**src/rtl/sprite_palette_engine.sv**
```systemverilog
// sprite_palette_engine
//   Runtime-writable, multi-bank colour lookup for sprite pixels. A colour
//   index plus a bank select is turned into {red, green, blue} through a
//   two-stage pipeline. The engine also flags the transparency key colour and
//   runs a frame-timed hit flash that forces opaque pixels to white.
//
// Ports
//   Clk, Reset_n       : clock (rising edge), asynchronous active-low reset
//   wr_en/wr_bank/wr_index/wr_rgb : palette entry write port
//   pix_valid/pix_bank/pix_index  : lookup request, one pixel per cycle
//   frame_tick         : one-cycle pulse per video frame
//   flash_start        : one-cycle pulse that starts or restarts the flash
//   out_valid          : result valid, two cycles after pix_valid
//   red/green/blue     : output colour, held while out_valid is low
//   transparent        : looked-up entry equals KEY
//   flash_active       : flash sequence in progress
module sprite_palette_engine #(
  parameter int IDX_W        = 4,
  parameter int BANKS        = 4,
  parameter int CH_W         = 4,
  parameter logic [3*CH_W-1:0] KEY = {{CH_W{1'b1}}, {CH_W{1'b0}}, {CH_W{1'b1}}},
  parameter int FLASH_FRAMES = 3,
  parameter int FLASH_PHASES = 6,
  localparam int BANK_W      = (BANKS > 1) ? $clog2(BANKS) : 1
) (
  input  logic              Clk,
  input  logic              Reset_n,
  input  logic              wr_en,
  input  logic [BANK_W-1:0] wr_bank,
  input  logic [IDX_W-1:0]  wr_index,
  input  logic [3*CH_W-1:0] wr_rgb,
  input  logic              pix_valid,
  input  logic [BANK_W-1:0] pix_bank,
  input  logic [IDX_W-1:0]  pix_index,
  input  logic              frame_tick,
  input  logic              flash_start,
  output logic              out_valid,
  output logic [CH_W-1:0]   red,
  output logic [CH_W-1:0]   green,
  output logic [CH_W-1:0]   blue,
  output logic              transparent,
  output logic              flash_active
);

  localparam int ENTRIES = 2 ** IDX_W;
  localparam int RGB_W   = 3 * CH_W;
  localparam int FF_W    = (FLASH_FRAMES > 1) ? $clog2(FLASH_FRAMES) : 1;
  localparam int PH_W    = (FLASH_PHASES > 1) ? $clog2(FLASH_PHASES) : 1;

  // One extra bit so a bank count that is a power of two still compares cleanly.
  localparam logic [BANK_W:0] BANK_LIMIT  = (BANK_W+1)'(BANKS);
  localparam logic [FF_W-1:0] FRAME_LAST  = FF_W'(FLASH_FRAMES - 1);
  localparam logic [PH_W-1:0] PHASE_LAST  = PH_W'(FLASH_PHASES - 1);

  typedef enum logic [1:0] {IDLE, ON, OFF} flash_state_t;

  logic [RGB_W-1:0] mem [BANKS][ENTRIES];
  logic             wr_ok;
  logic             rd_ok;
  logic [RGB_W-1:0] rd_raw;

  logic             s1_valid;
  logic [RGB_W-1:0] s1_raw;
  logic [RGB_W-1:0] colour;

  flash_state_t     state;
  logic [FF_W-1:0]  frame_cnt;
  logic [PH_W-1:0]  phase_cnt;

  assign wr_ok  = wr_en && ({1'b0, wr_bank} < BANK_LIMIT);
  assign rd_ok  = ({1'b0, pix_bank} < BANK_LIMIT);
  // Out-of-range banks read as the key colour, so they show up transparent.
  assign rd_raw = rd_ok ? mem[pix_bank][pix_index] : KEY;

  // Palette storage. Reads above use the pre-edge contents, so a write and a
  // read of the same entry in one cycle returns the old colour.
  always_ff @(posedge Clk or negedge Reset_n) begin
    if (!Reset_n) begin
      for (int b = 0; b < BANKS; b++)
        for (int i = 0; i < ENTRIES; i++)
          mem[b][i] <= KEY;
    end else if (wr_ok) begin
      mem[wr_bank][wr_index] <= wr_rgb;
    end
  end

  // Stage 1: capture the raw entry.
  always_ff @(posedge Clk or negedge Reset_n) begin
    if (!Reset_n) begin
      s1_valid <= 1'b0;
      s1_raw   <= '0;
    end else begin
      s1_valid <= pix_valid;
      if (pix_valid)
        s1_raw <= rd_raw;
    end
  end

  // Stage 2: key detect and flash override, using the flash state current at
  // this edge. Colour and transparency hold when no pixel is in flight.
  always_ff @(posedge Clk or negedge Reset_n) begin
    if (!Reset_n) begin
      out_valid   <= 1'b0;
      transparent <= 1'b0;
      colour      <= '0;
    end else begin
      out_valid <= s1_valid;
      if (s1_valid) begin
        transparent <= (s1_raw == KEY);
        colour      <= (state == ON && s1_raw != KEY) ? '1 : s1_raw;
      end
    end
  end

  // Hit-flash sequencer. flash_start always wins over a coincident frame_tick.
  always_ff @(posedge Clk or negedge Reset_n) begin
    if (!Reset_n) begin
      state        <= IDLE;
      frame_cnt    <= '0;
      phase_cnt    <= '0;
      flash_active <= 1'b0;
    end else if (flash_start) begin
      state        <= ON;
      frame_cnt    <= '0;
      phase_cnt    <= '0;
      flash_active <= 1'b1;
    end else if (state != IDLE && frame_tick) begin
      if (frame_cnt != FRAME_LAST) begin
        frame_cnt <= frame_cnt + FF_W'(1);
      end else begin
        frame_cnt <= '0;
        if (phase_cnt == PHASE_LAST) begin
          state        <= IDLE;
          phase_cnt    <= '0;
          flash_active <= 1'b0;
        end else begin
          phase_cnt <= phase_cnt + PH_W'(1);
          state     <= (state == ON) ? OFF : ON;
        end
      end
    end
  end

  assign red   = colour[RGB_W-1 -: CH_W];
  assign green = colour[2*CH_W-1 -: CH_W];
  assign blue  = colour[CH_W-1:0];

endmodule

```
**config.mk**
```make
export PLATFORM = sky130hd
export DESIGN_NAME = sprite_palette_engine
export DESIGN_NICKNAME = d
export VERILOG_FILES = /design/src/rtl/sprite_palette_engine.sv
export SDC_FILE = /design/constraint.sdc
export NUM_CORES = 1
export LEC_CHECK = 0
export CORE_ASPECT_RATIO = 1.2
export CORE_MARGIN = 1.5
export CORE_UTILIZATION = 54
export CTS_CLUSTER_DIAMETER = 50
export DETAILED_ROUTE_END_ITERATION = 10
export PLACE_DENSITY = 0.7
export SLEW_MARGIN = 20
export SYNTH_ARGS = -nofsm -noshare
export SYNTH_HDL_FRONTEND = slang
export SYNTH_SLANG_ARGS = --single-unit
export TNS_END_PERCENT = 30
```
**constraint.sdc**
```tcl
create_clock -name Clk -period 1.8 [get_ports Clk]
set_clock_uncertainty 0.05 [all_clocks]
set_input_delay 0.54 -clock Clk [delete_from_list [all_inputs] [get_ports Clk]]
set_output_delay 0.54 -clock Clk [all_outputs]
set_load 0.1 [all_outputs]
```
==> flow_summary_export.csv <==
group,metric,value,unit
logic_synthesis,synthFlopType,"dfstp_2",
logic_synthesis,synth_nets,2376,
detailed_routing,wl_per_cell,26.82,microns
logic_synthesis,synth-edff-count,0,
power_and_ir_drop,p_switching,11.80,mW
cells_and_area,final.fill_count,4519,
logic_synthesis,yosys.area.top_type,"dfstp_2",
floorplanning,die_y,289.8,microns
detailed_routing,drcViolationCount,0,
sta,finalSetupViolCount,18,
clocking,clk_pin_slew,0.06,ns
detailed_routing,vias,21330,
sta,finalWorstSetupSlack,-0.1148,ns
run_status,violations,"negative setup slack",
sta,worst_slew_pin_slew,0.6612,ns
worst_hold_path,hp-class,"in -> async",
floorplanning,die_area,70130,sq um
worst_setup_path,cp-end-kind,"flop",
clocking,htreeDepth,3,
detailed_routing,antenna_left,0,
global_route,track_usage,0.2751,
detailed_routing,first_pass_iters,5,
placed_design,io_buffers,44,
cells_and_area,layout_common_cells,"mux2_2, dfstp_2, dfrtp_1, mux4_2, buf_4",
logic_synthesis,syn_area,37010,sq um
placed_design,dp_hpwl,62.40,mm
run_status,status,"complete, but fails checks",
worst_setup_path,cp.required,2.26,ns
cells_and_area,fin_nets,2578,
logic_synthesis,synth_area_leaders,"dfstp_2, mux2_2, dfrtp_1",
clocking,cts_buffer_depth,3,
power_and_ir_drop,p_sw_frac,0.2446,
worst_setup_path,reg2reg_from,"mem[557]",
sta,finalCriticalPeriod,1.915,ns
logic_synthesis,synthCells,2346,
sta,final-hold-violation-count,0,
job,maxCapViolations,0,
worst_setup_path,setup.worst_path.start,"mem[557]",
power_and_ir_drop,power,48.26,mW
power_and_ir_drop,clock_power_share,0.379,
floorplanning,start_util,0.5491,
power_and_ir_drop,p_leak,19.26,nW
logic_synthesis,synth_top_area_frac,0.3635,
worst_setup_path,rr_worst_depth,6,
placed_design,dp_cells,3347,
cells_and_area,final_cells,3523,
worst_setup_path,critPathArrivalTime,2.37,ns
sta,fmax,522.3,MHz
power_and_ir_drop,share_seq_of_total_power,0.471,
worst_setup_path,start_kind,"flop",
power_and_ir_drop,combPwrFrac,0.150,
worst_setup_path,criticalPathCategory,"reg -> reg",
clocking,cts.sinks,803,
floorplanning,core,67400,sq um
global_route,gr-total-overflow,0,
cells_and_area,area_delta_synth_final,23.00,%
power_and_ir_drop,ir_worst_vdd,0.7383,mV
floorplanning,die_x,242.0,microns
clocking,cts_inserted_buffers,86,
floorplanning,io_pins,45,
logic_synthesis,yosys_register_bits,803,
detailed_routing,top_layer,"met5",
detailed_routing,wl_met3,4.447,mm
sta,slew_headroom,0.5592,
clocking,cts_root_buffer,"clkbuf_16",
cells_and_area,multi_input_area,16300,sq um
floorplanning,rows,104,
power_and_ir_drop,p_int,36.46,mW
detailed_routing,wl_met2,47.28,mm
clocking,clock_latency,0.64,ns
logic_synthesis,yosys_warnings,0,
logic_synthesis,ys_async_sr_fraction,1.000,
worst_setup_path,path_max_fanout,2,
logic_synthesis,synth.distinct_cells,42,
detailed_routing,vias_per_cell,6.055,
global_route,grt_max_degree,67,
sta,rsz0062_at_grt,"true",
global_route,grt_pass1_wl,145.5,mm
cells_and_area,drive_gt1_frac,0.7936,
sta,slew_viol_final,0,
power_and_ir_drop,powerDensity,1060,nW/um^2
detailed_routing,drt_iter0_drc,1166,
detailed_routing,wirelength_met1,39.77,mm
placed_design,globalplace.congestion,0.8734,
global_route,grt_pass1_vias,23440,
clocking,cts_tree,"done",
global_route,antenna_found_initial,8,
cells_and_area,final-seq-area,20740,sq um
detailed_routing,wirelength,94.50,mm
cells_and_area,final_common_cell,"mux2_2",
logic_synthesis,yosysSeqAreaShare,0.5602,
sta,fin_crit_sh,1.064,
placed_design,pre_cts_ws,-1.127,ns
logic_synthesis,syn_area_per_cell,15.78,sq um
## cells by family after synthesis
logic type / count (synthesis) / share of synthesized area
buffers and inverters: 231 / 0.02775
AOI/OAI and AO/OA: 112 / 0.02174
xor gates and xnor gates: 1 / 0.0002367
and+or+nand+nor: 154 / 0.01897
muxes: 1045 / 0.3711
DFF: 803 / 0.5602
## worst max-delay path, cell delays in order, from the launching register on
cell,delay (ns)
dfrtp_1,0.38
mux4_2,0.49
mux2i_2,0.18
buf_4,0.18
o22ai_4,0.09
a221oi_2,0.25
o221ai_1,0.17
## what timing repair did
action | in CTS | in global routing
setup endpoints to repair | 434 | 41
setup buffers | 4 | 8
hold buffers | 1 | 0
cloned | 4 | 2
gates resized for setup | 99 | 36
pin swaps | 12 | 17
endpoints found under the hold margin | 13 | 0
## Yosys cell counts, drive strengths merged (2+ instances only)
| library cell | count |
|---|---|
| buf | 100 |
| nor2 | 46 |
| nand4 | 4 |
| nor2b | 9 |
| nand2 | 60 |
| or2 | 6 |
| dfstp | 512 |
| a221oi | 24 |
| nand3b | 2 |
| nor3b | 2 |
| clkbuf | 126 |
| nand2b | 7 |
| o22ai | 24 |
| dfrtp | 291 |
| or3b | 2 |
| nor3 | 8 |
| inv | 5 |
| mux2 | 817 |
| a21oi | 23 |
| or3 | 2 |
| mux4 | 180 |
| o221ai | 17 |
| o22a | 11 |
| o21ai | 9 |
| mux2i | 48 |
## final timing paths
| kind | endpoint | slack [ns] |
|---|---|---|
| worst max-delay path | s1_raw[5] | -0.11 |
| worst min-delay path | colour[11] | 0.33 |
| worst max register to register | s1_raw[5] | -0.11 |
| worst min register to register | mem[487] | 0.45 |
| max in group asynchronous | mem[145] | 0.51 |
| min in group Clk | mem[294] | 0.39 |
## state kept, by name, indices dropped and copies added (netlist names)
signal	count
flash_active	1
phase_cnt	3
colour	12
mem	768
s1_raw	12
state	2
s1_valid	1
frame_cnt	2
transparent	1
out_valid	1
## final cells by class
cell class,instances,area share
sequential,803,0.4555
multi-input combinational,1314,0.3580
timing repair buffer,338,0.09633
clock buffer,132,0.05711
tap,901,0.02476
clock inverter,29,0.007833
inverter,5,0.0004122
antenna,1,0.00005497
## routing by layer
metal | vias up | GRT usage
met5 | - | 0
met4 | 2 | 0.1006
met3 | 176 | 0.04396
met2 | 504 | 0.4675
met1 | 11520 | 0.3605
li1 | 9130 | -
## power by group through the flow
stage	Combinational [mW]	Sequential, mW	Clock [mW]
global placement	6.52	22.8	0
global route	7.67	23.0	19.3
finish	7.22	22.8	18.3
detailed placement	6.77	23.0	0
floorplan	4.40	22.6	0
CTS	7.12	22.7	18.6
## metrics by stage
stage	cell area, sq um	TNS, ns	util	hold WS (ns)
after floorplan	37610	-25.15	-	0.1944
after global placement	41620	-545.62	0.6175	0.3919
after detailed placement	41620	-560.71	0.6175	0.3918
after CTS	45210	-0.8239	0.6708	0.3155
after global routing	45530	-0.9975	0.6754	0.3371
final	45530	-0.4757	0.6754	0.3289
Note: power is estimated with default switching activity, not from simulation.
